File: src/rtl/muldiv_unit.sv
// muldiv_unit: iterative radix-2 multiply/divide unit owning the HI/LO pair.
// Start edge -> 32 iteration cycles (CALC) -> one sign-fix cycle (FIX) -> DONE.
// Signed operands are reduced to magnitudes at start; signs are applied in FIX.
module muldiv_unit #(
    parameter int DATA_W = 32
) (
    input  logic              iCLK,
    input  logic              iRSTn,
    input  logic              iStart,
    input  logic [2:0]        iOp,
    input  logic [DATA_W-1:0] iA,
    input  logic [DATA_W-1:0] iB,
    output logic              oBusy,
    output logic              oDone,
    output logic [DATA_W-1:0] oHI,
    output logic [DATA_W-1:0] oLO
);

    localparam int CNT_W = $clog2(DATA_W) + 1;

    localparam logic [1:0] ST_IDLE = 2'd0;
    localparam logic [1:0] ST_CALC = 2'd1;
    localparam logic [1:0] ST_FIX  = 2'd2;
    localparam logic [1:0] ST_DONE = 2'd3;

    localparam logic [2:0] OP_MULT  = 3'b000;
    localparam logic [2:0] OP_MULTU = 3'b001;
    localparam logic [2:0] OP_DIV   = 3'b010;
    localparam logic [2:0] OP_DIVU  = 3'b011;
    localparam logic [2:0] OP_MTHI  = 3'b100;
    localparam logic [2:0] OP_MTLO  = 3'b101;

    localparam logic [DATA_W-1:0]   ONE  = 1;
    localparam logic [2*DATA_W-1:0] ONE2 = 1;

    logic [1:0]          state;
    logic [CNT_W-1:0]    cnt;
    logic                isDiv;
    logic                negLo;      // negate LO (div) or whole product (mult)
    logic                negHi;      // negate remainder (div only)
    logic                divZero;
    logic [DATA_W-1:0]   opnd;       // multiplicand or divisor magnitude
    logic [DATA_W-1:0]   aRaw;       // dividend as presented, for divide-by-zero
    logic [2*DATA_W-1:0] work;       // mult: {acc, multiplier}; div: {rem, quotient}
    logic [2*DATA_W-1:0] workNext;
    logic [DATA_W:0]     addSum;
    logic [DATA_W:0]     trial;
    logic [DATA_W-1:0]   fixHi;
    logic [DATA_W-1:0]   fixLo;

    logic                canAccept;
    logic                startArith;
    logic                startMthi;
    logic                startMtlo;
    logic                signedOp;
    logic                aNeg;
    logic                bNeg;
    logic [DATA_W-1:0]   aMag;
    logic [DATA_W-1:0]   bMag;

    assign canAccept  = iStart && ((state == ST_IDLE) || (state == ST_DONE));
    assign startArith = canAccept && !iOp[2];
    assign startMthi  = canAccept && (iOp == OP_MTHI);
    assign startMtlo  = canAccept && (iOp == OP_MTLO);

    // MULT and DIV (op bit 0 clear) treat operands as two's complement.
    assign signedOp = !iOp[0];
    assign aNeg     = signedOp && iA[DATA_W-1];
    assign bNeg     = signedOp && iB[DATA_W-1];
    assign aMag     = aNeg ? (~iA + ONE) : iA;
    assign bMag     = bNeg ? (~iB + ONE) : iB;

    // One radix-2 step: shift-add for multiply, restoring subtract for divide.
    always_comb begin
        // NOTE: every always_comb output gets a default first so no path can infer a latch.
        workNext = work;
        addSum   = {1'b0, work[2*DATA_W-1:DATA_W]} + (work[0] ? {1'b0, opnd} : '0);
        trial    = {work[2*DATA_W-1:DATA_W], work[DATA_W-1]} - {1'b0, opnd};
        if (isDiv) begin
            if (trial[DATA_W])
                workNext = {work[2*DATA_W-2:0], 1'b0};
            else
                workNext = {trial[DATA_W-1:0], work[DATA_W-2:0], 1'b1};
        end else begin
            workNext = {addSum, work[DATA_W-1:1]};
        end
    end

    // Sign correction and divide-by-zero override applied on the FIX edge.
    always_comb begin
        fixHi = work[2*DATA_W-1:DATA_W];
        fixLo = work[DATA_W-1:0];
        if (!isDiv) begin
            if (negLo)
                {fixHi, fixLo} = ~work + ONE2;
        end else if (divZero) begin
            fixHi = aRaw;
            fixLo = '1;
        end else begin
            if (negLo)
                fixLo = ~work[DATA_W-1:0] + ONE;
            if (negHi)
                fixHi = ~work[2*DATA_W-1:DATA_W] + ONE;
        end
    end

    // Sequencer and iteration datapath.
    always_ff @(posedge iCLK or negedge iRSTn) begin
        if (!iRSTn) begin
            state   <= ST_IDLE;
            cnt     <= '0;
            oBusy   <= 1'b0;
            oDone   <= 1'b0;
            isDiv   <= 1'b0;
            negLo   <= 1'b0;
            negHi   <= 1'b0;
            divZero <= 1'b0;
            opnd    <= '0;
            aRaw    <= '0;
            work    <= '0;
        end else begin
            // NOTE: sequential state uses non-blocking assignments so every flop samples pre-edge values.
            oDone <= 1'b0;
            case (state)
                ST_IDLE, ST_DONE: begin
                    if (startArith) begin
                        state   <= ST_CALC;
                        oBusy   <= 1'b1;
                        cnt     <= '0;
                        isDiv   <= iOp[1];
                        negLo   <= aNeg ^ bNeg;
                        negHi   <= iOp[1] ? aNeg : (aNeg ^ bNeg);
                        divZero <= iOp[1] && (iB == '0);
                        aRaw    <= iA;
                        if (iOp[1]) begin
                            opnd <= bMag;
                            work <= {{DATA_W{1'b0}}, aMag};
                        end else begin
                            opnd <= aMag;
                            work <= {{DATA_W{1'b0}}, bMag};
                        end
                    end else begin
                        state <= ST_IDLE;
                    end
                end
                ST_CALC: begin
                    work <= workNext;
                    cnt  <= cnt + 1'b1;
                    if (cnt == CNT_W'(DATA_W - 1))
                        state <= ST_FIX;
                end
                ST_FIX: begin
                    state <= ST_DONE;
                    oBusy <= 1'b0;
                    oDone <= 1'b1;
                end
                default: state <= ST_IDLE;
            endcase
        end
    end

    // HI/LO: arithmetic result on the FIX edge, MTHI/MTLO writes when idle/done.
    always_ff @(posedge iCLK or negedge iRSTn) begin
        if (!iRSTn) begin
            oHI <= '0;
            oLO <= '0;
        end else if (state == ST_FIX) begin
            oHI <= fixHi;
            oLO <= fixLo;
        end else if (startMthi) begin
            oHI <= iA;
        end else if (startMtlo) begin
            oLO <= iA;
        end
    end

endmodule

File: config.mk
export PLATFORM = sky130hd
export DESIGN_NAME = muldiv_unit
export DESIGN_NICKNAME = d
export VERILOG_FILES = /design/src/rtl/muldiv_unit.sv
export SDC_FILE = /design/constraint.sdc
export NUM_CORES = 1
export LEC_CHECK = 0
export BUFFER_PORTS_ARGS = -buffer_cell sky130_fd_sc_hd__buf_2
export CORE_MARGIN = 2
export CORE_UTILIZATION = 60
export DETAILED_ROUTE_END_ITERATION = 6
export PLACE_DENSITY = 0.92
export SYNTH_ARGS = -nofsm -noshare
export SYNTH_HDL_FRONTEND = slang
export SYNTH_SLANG_ARGS = --single-unit
File: constraint.sdc
create_clock -name iCLK -period 4.4 [get_ports iCLK]
set_input_delay 0.66 -clock iCLK [delete_from_list [all_inputs] [get_ports iCLK]]
set_output_delay 0.66 -clock iCLK [all_outputs]
set_load 0.01 [all_outputs]
After elaboration in Yosys (flattened, before gate mapping) --
Index checks and enable logic that the tools add are counted.
Word-level totals: register bits 206, input bits 70, output and inout bits 66, logic and storage cells 88
Operators by class: add/sub/neg operators 8, equal/unequal tests 9, muxes and demuxes 31, bitwise gates (word level) 6, reduce and logical (&&, ||, !) cells 21
Operators with widths (number):
- $mux W32 | 18
- $mux W64 | 3
- $add A32 B1 Y32 const B | 4
- $not A32 Y32 | 4
- $pmux W64 S2 | 1
- $add A64 B1 Y64 const B | 1
- $not A64 Y64 | 1
- $add A32 B32 Y33 | 1
- $sub A33 B32 Y33 | 1
- $logic_not A32 Y1 | 1
- $pmux W6 S2 | 1
- $reduce_and A2 Y1 | 4
- $reduce_bool A2 Y1 | 4
- $logic_and A1 B1 Y1 | 7
- $add A6 B1 Y6 const B | 1
- $eq A3 B3 Y1 const B | 2
- $eq A6 B5 Y1 const B | 1
- $mux W6 | 1
- $pmux W2 S3 | 1
- $eq A2 B2 Y1 const B | 2
- $mux W1 | 4
- $ne A2 B2 Y1 const B | 2
- $eq A2 B1 Y1 const B | 1
- $logic_not A1 Y1 | 2
- other kinds (7) | 7

Depth between registers and ports, before layout --
Gate-level depths: netlist (run 1).
word-level depth 7, depth in mapped cells 14

Least setup slack after synthesis (run 1) --
No wires, ideal clock.
path kind reg-to-reg, from reg work[0], to reg work[61], setup time 0.124 ns, arrival 3.395 ns, required time 4.276 ns, path slack 0.881 ns, stages on the path, launching flop included 14, buffers on the path 1, cell sequence dfrtp_1 > inv_1 > clkbuf_1 > nor2_1 > ha_1 > a2111o_1 > o21ai_0 > a21boi_1 > a41oi_1 > o31ai_1 > a221oi_1 > o21ai_0 > xnor2_1 > a211o_1
Between the ends: cells in the longest elaborated chain, start to end 4
Ends and longest elaborated chain:
- start, declared | line 44 | logic [2*DATA_W-1:0] work;
- start signal, assigned | line 137 | work <= {{DATA_W{1'b0}}, aMag};
- start signal, assigned | line 140 | work <= {{DATA_W{1'b0}}, bMag};
- start signal, assigned | line 147 | work <= workNext;
- $mux W32 | line 77 | addSum = {1'b0, work[2*DATA_W-1:DATA_W]} + (work[0] ? {1'b0, opnd} : '0);
- $add A32 B32 Y33 | line 77
- $mux W64 | line 79 | if (isDiv) begin
- $pmux W64 S2 | line 124 | case (state)
No other way between the ends. A chain may end at the register's enable or synchronous reset.

Worst setup path after layout (run 1) --
from reg work[31], to reg work[61]
Between the ends: cells in the longest elaborated chain, start to end 4
Ends and longest elaborated chain:
- $sub A33 B32 Y33 | line 78 | trial = {work[2*DATA_W-1:DATA_W], work[DATA_W-1]} - {1'b0, opnd};
- $mux W64 | line 80 | if (trial[DATA_W])
- $mux W64 | line 79
- $pmux W64 S2 | line 124
No other way between the ends.

==> reports/results.ini, run 1 <==
[outcome]
status = finished clean

[placed_design]
hpwl_mm = 45.0
portBuffers = 135
place_inst = 2581
post_dp_cell_area_um2 = 18100
place_ws_ns = 0.338
place_congestion = 1.00

[timing]
setup_viol = 0
tns_ns = 0
layout_setup_ws_ns = 0.219
slew_headroom = 0.243
worstMarginPinSlew_ns = 1.13
hold_viol = 0
slew_violations = 0
finalCritPeriodShare = 0.950
finClkSkew_ns = 0.0263
rsz0062_at_grt = false
max_freq_mhz = 239
min_period_ns = 4.18

[clocking]
cts_sinks = 206
cts_tree = yes
cts_hold_buffers = 0
post-cts-setup-buffers = 0
path_clk_slew_ns = 0.06
max-clock-path-buffers = 3
cts.repair.resized = 0
htree_levels = 1
clockRootBuffer = clkbuf_16
clock_latency_ns = 0.55
numCtsBuffers = 24

[worst_setup_path]
r2r_start = work[31]$_DFFE_PN0P_
slowest_delay_ns = 0.71
path_max_fanout = 18
reg2reg_depth = 13
path_cells = inv_1 > ha_1 > fa_1 > nor2b_1 > o21a_1 > a311o_1 > a32oi_1 > a31oi_1 > a31oi_1 > xnor2_4 > nor2_1 > a22o_1 > a211o_1
endpoint_kind = flip-flop
slowest_stage = xnor2_4
crit_buf_inv = 1
crit_required_ns = 4.82
start_kind = flip-flop
arrival_ns = 4.60
cpMostUsedCell = a31oi_1
cpLargestDelayFamily = compound AO/OA/AOI/OAI gates
crit_type = flip-flop to flip-flop
reg2reg_to = work[61]$_DFFE_PN0P_
r2r_slack_ns = 0.22

[synth]
synthCells = 2180
synth_edf_count = 0
synth-simple-area-share = 0.191
synthFlopType = dfrtp_1
async_reset_ff_frac = 1.00
ys_ff_latch = 206
synth-compound-area-share = 0.235
syn_area_um2 = 17100
yosys_warnings = 0
avgSynthCellArea_um2 = 7.86
synth_top_area_share = 0.301
yosys.area.top_type = dfrtp_1
syn_nets = 2323
yosysUniqueCellTypes = 79
synthMuxAreaShare = 0.0669
ys_seq_area_frac = 0.301
synthTopCellsByArea = dfrtp_1, nand2_1, xnor2_1
synthXorXnorAreaFrac = 0.102
synthAdderAreaFrac = 0.0542
synth_top_family_by_area = compound AO/OA/AOI/OAI gates

[run]
drv_cap = 0

[global_routing]
grt_use_total = 0.396
grt_pass1_wl_mm = 93.9
grt_util_met3 = 0.0875
grt_pass1_vias = 16443
grtUsageMet2 = 0.596
grt_overflow_total = 0
grt_max_degree = 96
met1_usage = 0.534
top_usage_layer = met2
antenna_found_initial = 0

[route]
ant_nets = 0
drc = 0
wl_mm = 60.6
vias = 17454
viasPerCell = 6.66
wl_per_cell_um = 23.1
firstDrtPassIters = 7
drt_iter0_drc = 2389

[floorplanning]
die_w_um = 173
floorplan.initialDensity = 0.614
die_area_um2 = 29900
rows = 61
io_pins = 136
coreArea_um2 = 27900
dieHeight_um = 173

[layout]
area_delta_synth_final_pct = 10.1
fin_cells = 2622
mostFrequentLayoutCell = nand2_1
design_area_um2 = 18900
final_layout_size_suffix_gt1_frac = 0.118
fin_util = 0.676
finalNetCount = 2372
diodes = 0
layout_common_cells = nand2_1, dfrtp_1, o21ai_0

[pwr]
leakage_nw = 8.20
ir_drop_uv = 405
power.density_nw_per_um2 = 842

[worst_hold_path]
hold_class = primary input to async pin

worst register-to-register path, stage by stage (launching register included):
cell and delay, ns:
dfrtp_1 0.44, inv_1 0.10, ha_1 0.23, fa_1 0.42, nor2b_1 0.15, o21a_1 0.14
a311o_1 0.23, a32oi_1 0.09, a31oi_1 0.51, a31oi_1 0.31, xnor2_4 0.71, nor2_1 0.25
a22o_1 0.24, a211o_1 0.25
cells by family (layout without fill, tap and decap cells):
| family | count (synthesis) | count (layout) |
|---|---|---|
| simple gates | 725 | 725 |
| compound gates | 640 | 640 |
| fa+ha+maj | 73 | 73 |
| mux | 112 | 112 |
| xor+xnor | 198 | 198 |
| buf+inv | 226 | 290 |
| flops | 206 | 206 |
worst max-delay path by stage:
| stage | cells after the start | start | slack [ns] | end |
|---|---|---|---|---|
| after detailed placement | 13 | work[31]$_DFFE_PN0P_ | 0.34 | work[61]$_DFFE_PN0P_ |
| after global placement | 13 | work[31]$_DFFE_PN0P_ | 0.45 | work[61]$_DFFE_PN0P_ |
| after global routing | 13 | work[0]$_DFFE_PN0P_ | 0.03 | work[61]$_DFFE_PN0P_ |
| after CTS | 13 | work[31]$_DFFE_PN0P_ | 0.31 | work[61]$_DFFE_PN0P_ |
| after floorplan | 13 | work[0]$_DFFE_PN0P_ | 0.88 | work[61]$_DFFE_PN0P_ |
| final | 13 | work[31]$_DFFE_PN0P_ | 0.22 | work[61]$_DFFE_PN0P_ |
layer usage:
metal  wire [µm]  share of wire
met5           0              0
met2       25800           0.43
met3        7520           0.12
met4        3690          0.061
met1       23600           0.39
state kept, by name, indices dropped and copies added (netlist names):
| name | count |
|---|---|
| work | 64 |
| aRaw | 32 |
| oHI | 32 |
| oLO | 32 |
| opnd | 32 |
| cnt | 6 |
| state | 2 |
| divZero | 1 |
| isDiv | 1 |
| negHi | 1 |
| negLo | 1 |
| oBusy | 1 |
| oDone | 1 |
synth_stat cells, drive strengths merged (4+ instances only):
master  instances
o211ai         55
a211oi         31
mux2i          92
nor4           11
nand3          29
o41ai          11
a21o           34
a221o           4
o311ai          6
ha             71
a32oi          25
xnor2         116
and3           13
nor2          163
or3            26
nor3           29
or4            17
nand2b         17
nand2         346
inv            66
dfrtp         206
xor2           82
o21bai          5
buf            29
mux2           20
o31ai          24
o21a           12
and2            9
a21oi         157
clkbuf        128
o21ai         199
nor2b          26
o221ai          9
nand4b          4
or2            13
a22oi          21
a31oi          14
nand4          13
final cells by class:
type | instances | area, µm²
fillers | 2318 | 9050
well taps | 378 | 473
clock inverters | 10 | 146
clock buffers | 31 | 647
flip-flops and latches | 206 | 5160
inverters | 69 | 259
multi-input cells | 1748 | 11200
repair buffers | 180 | 1040
stage by stage:
step	power [mW]	hold slack [ns]
2_1_floorplan	10.6	0.364
3_3_place_gp	13.3	0.456
3_5_place_dp	13.5	0.460
4_1_cts	15.6	0.187
5_1_grt	17.0	0.198
6_report	15.9	0.136
report_power, final:
group / switching [mW] / internal [mW]
clock network: 0.857 / 1.21
registers: 1.11 / 2.77
logic: 6.03 / 3.92
No activity file was read; power rests on OpenSTA's default activity.
==> inputs of run 2 (changes only) <==
==> config.mk (replaced) <==
export PLATFORM = sky130hd
export DESIGN_NAME = muldiv_unit
export DESIGN_NICKNAME = d
export VERILOG_FILES = /design/src/rtl/muldiv_unit.sv
export SDC_FILE = /design/constraint.sdc
export NUM_CORES = 1
export LEC_CHECK = 0
export BUFFER_PORTS_ARGS = -buffer_cell sky130_fd_sc_hd__buf_4
export CORE_MARGIN = 2
export CORE_UTILIZATION = 56
export DETAILED_ROUTE_END_ITERATION = 6
export PLACE_DENSITY = 0.87
export SYNTH_ARGS = -nofsm -noshare
export SYNTH_HDL_FRONTEND = slang
export SYNTH_SLANG_ARGS = --single-unit
==> run 2 against run 1 <==
  * Sequential cell count unchanged
  * Combinational power up 0.4%
  * Fmax up 3.5%
  * Via count down 1.0%
  * Critical path depth up 1
  * Non-clock buffer count down 8
  * Sequential share of layout area down 0.40 points
  * Wire length down 2.0%
  * Power up 0.34%
  * Critical path type unchanged
  * Critical endpoint unchanged
  * Largest cell class unchanged
==> reports/results.ini, run 2 (synthesis gave the netlist of run 1 again) <==
[worst_setup_path]
slowest_delay_ns = 0.49  ; -0.22 ns
r2r_start = work[0]$_DFFE_PN0P_
reg2reg_depth = 14  ; +1
endpoint_kind = flip-flop
slowest_stage = a41oi_1
path_max_fanout = 8  ; -10
start_kind = flip-flop
cpLargestDelayFamily = compound AO/OA/AOI/OAI gates
arrival_ns = 4.45  ; -0.15 ns
r2r_slack_ns = 0.36  ; +0.14 ns
cpMostUsedCell = o21ai_0
crit_buf_inv = 2  ; +1
cp.depth = 14  ; +1
path_cells = inv_1 > nor2_1 > ha_1 > a2111oi_0 > nor3_1 > o21ai_0 > a21boi_1 > a41oi_1 > o31ai_1 > buf_4 > a221oi_1 > o21ai_0 > xnor2_1 > a211o_1
reg2reg_to = work[61]$_DFFE_PN0P_
crit_type = flip-flop to flip-flop
crit_required_ns = 4.81  ; about the same

[route]
vias = 17273  ; -1.0%
viasPerCell = 6.57  ; -1.4%
drc = 0  ; unchanged
dr.max_layer_used = met4
drt_iter0_drc = 2318  ; -3.0%
wl_met2_mm = 25.1  ; -2.8%
route.met3.wl_mm = 7.15  ; -5.0%
wl_mm = 59.4  ; -2.0%
wirelength_met1_mm = 23.2  ; -1.8%
firstDrtPassIters = 7  ; unchanged
wl_per_cell_um = 22.6  ; -2.3%
ant_nets = 0  ; unchanged

[clocking]
post-cts-setup-buffers = 0  ; unchanged
cts_hold_buffers = 0  ; unchanged
max-clock-path-buffers = 3  ; unchanged
clock_latency_ns = 0.53  ; -0.02 ns
htree_levels = 1  ; unchanged
path_clk_slew_ns = 0.06  ; about the same
cts_tree = yes
cts.repair.resized = 0  ; unchanged
clockRootBuffer = clkbuf_16
cts_sinks = 206  ; unchanged
numCtsBuffers = 23  ; -4.2%

[layout]
layout_common_cells = nand2_1, dfrtp_1, o21ai_0
fin_util = 0.631  ; -0.0446
area_delta_synth_final_pct = 11.8
design_area_um2 = 19200  ; +1.5%
registers.top_by_ff_count = work
largest_reg_flops = 64  ; unchanged
mostFrequentLayoutCell = nand2_1
finalNetCount = 2363  ; -0.38%
diodes = 0  ; unchanged
final_layout_size_suffix_gt1_frac = 0.115  ; -0.00355
fillers = 2513  ; +8.4%

[pwr]
leakage_nw = 8.26  ; +0.66%
ir_drop_uv = 337  ; -17%
power.density_nw_per_um2 = 833  ; -1.1%

[placed_design]
place_ws_ns = 0.451  ; +0.112 ns
place_congestion = 0.998  ; -0.13%
portBuffers = 135  ; unchanged
hpwl_mm = 43.7  ; -3.0%
post_dp_cell_area_um2 = 18400  ; +1.6%

[floorplanning]
die_area_um2 = 32000  ; +7.0%
rows = 64  ; +4.9%
io_pins = 136  ; unchanged
coreArea_um2 = 30300  ; +8.6%
die_w_um = 179  ; +3.4%
floorplan.initialDensity = 0.565  ; -0.0488
dieHeight_um = 179  ; +3.4%

[timing]
slew_headroom = 0.0801  ; -0.163
finalCritPeriodShare = 0.918  ; -0.0322
finClkSkew_ns = 0.0125  ; -0.0139 ns
tns_ns = 0  ; unchanged
layout_setup_ws_ns = 0.361  ; +0.142 ns
slew_violations = 0  ; unchanged
min_period_ns = 4.04  ; -0.142 ns
rsz0062_at_grt = false
setup_viol = 0  ; unchanged
hold_viol = 0  ; unchanged
worstMarginPinSlew_ns = 1.37  ; +0.242 ns
max_freq_mhz = 248  ; +3.5%

[global_routing]
grt_overflow_total = 0  ; unchanged
antenna_found_initial = 0  ; unchanged
grt_pass1_vias = 16036  ; -2.5%
grt_max_degree = 94  ; -2.1%
grt_pass1_wl_mm = 90.8  ; -3.3%
grt_use_total = 0.367  ; -0.0288

[run]
drv_cap = 0  ; unchanged

[outcome]
status = finished clean

[worst_hold_path]
hold_class = primary input to async pin

[run 2: changes by cell type in the layout (fill, tap and decap cells not counted), moves of 2 or more]
cell / previous run / this run
buf_2: 133 / 0
buf_4: 45 / 170
clkinv_2: 3 / 1
clkinvlp_4: 1 / 3
clkbuf_8: 3 / 5
[run 2: cell type report]
class	instances	area [µm²]	share of cell area
well taps	396	495	0.0259
inverters	69	259	0.0135
clock inverters	8	126	0.00660
repair buffers	172	1310	0.0684
clock buffers	32	649	0.0339
multi-input cells	1748	11200	0.582
flip-flops and latches	206	5160	0.269
[run 2: worst max-delay path by stage]
stage	start	to	slack, ns
6_report	work[0]$_DFFE_PN0P_	work[61]$_DFFE_PN0P_	0.36
5_1_grt	work[0]$_DFFE_PN0P_	work[61]$_DFFE_PN0P_	0.04
4_1_cts	work[32]$_DFFE_PN0P_	work[61]$_DFFE_PN0P_	0.43
3_5_place_dp	work[31]$_DFFE_PN0P_	work[61]$_DFFE_PN0P_	0.45
3_3_place_gp	work[31]$_DFFE_PN0P_	work[61]$_DFFE_PN0P_	0.53
2_1_floorplan	work[0]$_DFFE_PN0P_	work[61]$_DFFE_PN0P_	0.88
[run 2: power breakdown]
| part | switching (mW) | internal, mW |
|---|---|---|
| Combinational | 5.94 | 4.05 |
| Sequential | 1.16 | 2.77 |
| Clock | 0.832 | 1.20 |
[run 2: metal layers]
metal	up-vias	GRT usage
met5	-	0
met2	1126	0.548
met3	213	0.0700
met4	0	0.223
met1	8122	0.491
li1	7812	-
[run 2: worst reg2reg max path: cells and delay by family (launching register included)]
family	cells	cell delay, ns
XOR/XNOR	1	0.16
adder cells (fa/ha/maj)	1	0.38
AO/OA/AOI/OAI	8	2.32
buffers and inverters	2	0.44
AND/OR/NAND/NOR	2	0.18
flip-flops	1	0.46
[run 2: per-stage QoR]
step | std cells | hold slack, ns | total power [mW]
floorplan | 2180 | 0.364 | 10.6
global placement | 2591 | 0.455 | 13.4
detailed placement | 2591 | 0.463 | 13.6
CTS | 2631 | 0.246 | 15.7
global route | 2631 | 0.252 | 17.1
finish | 2631 | 0.182 | 16.0
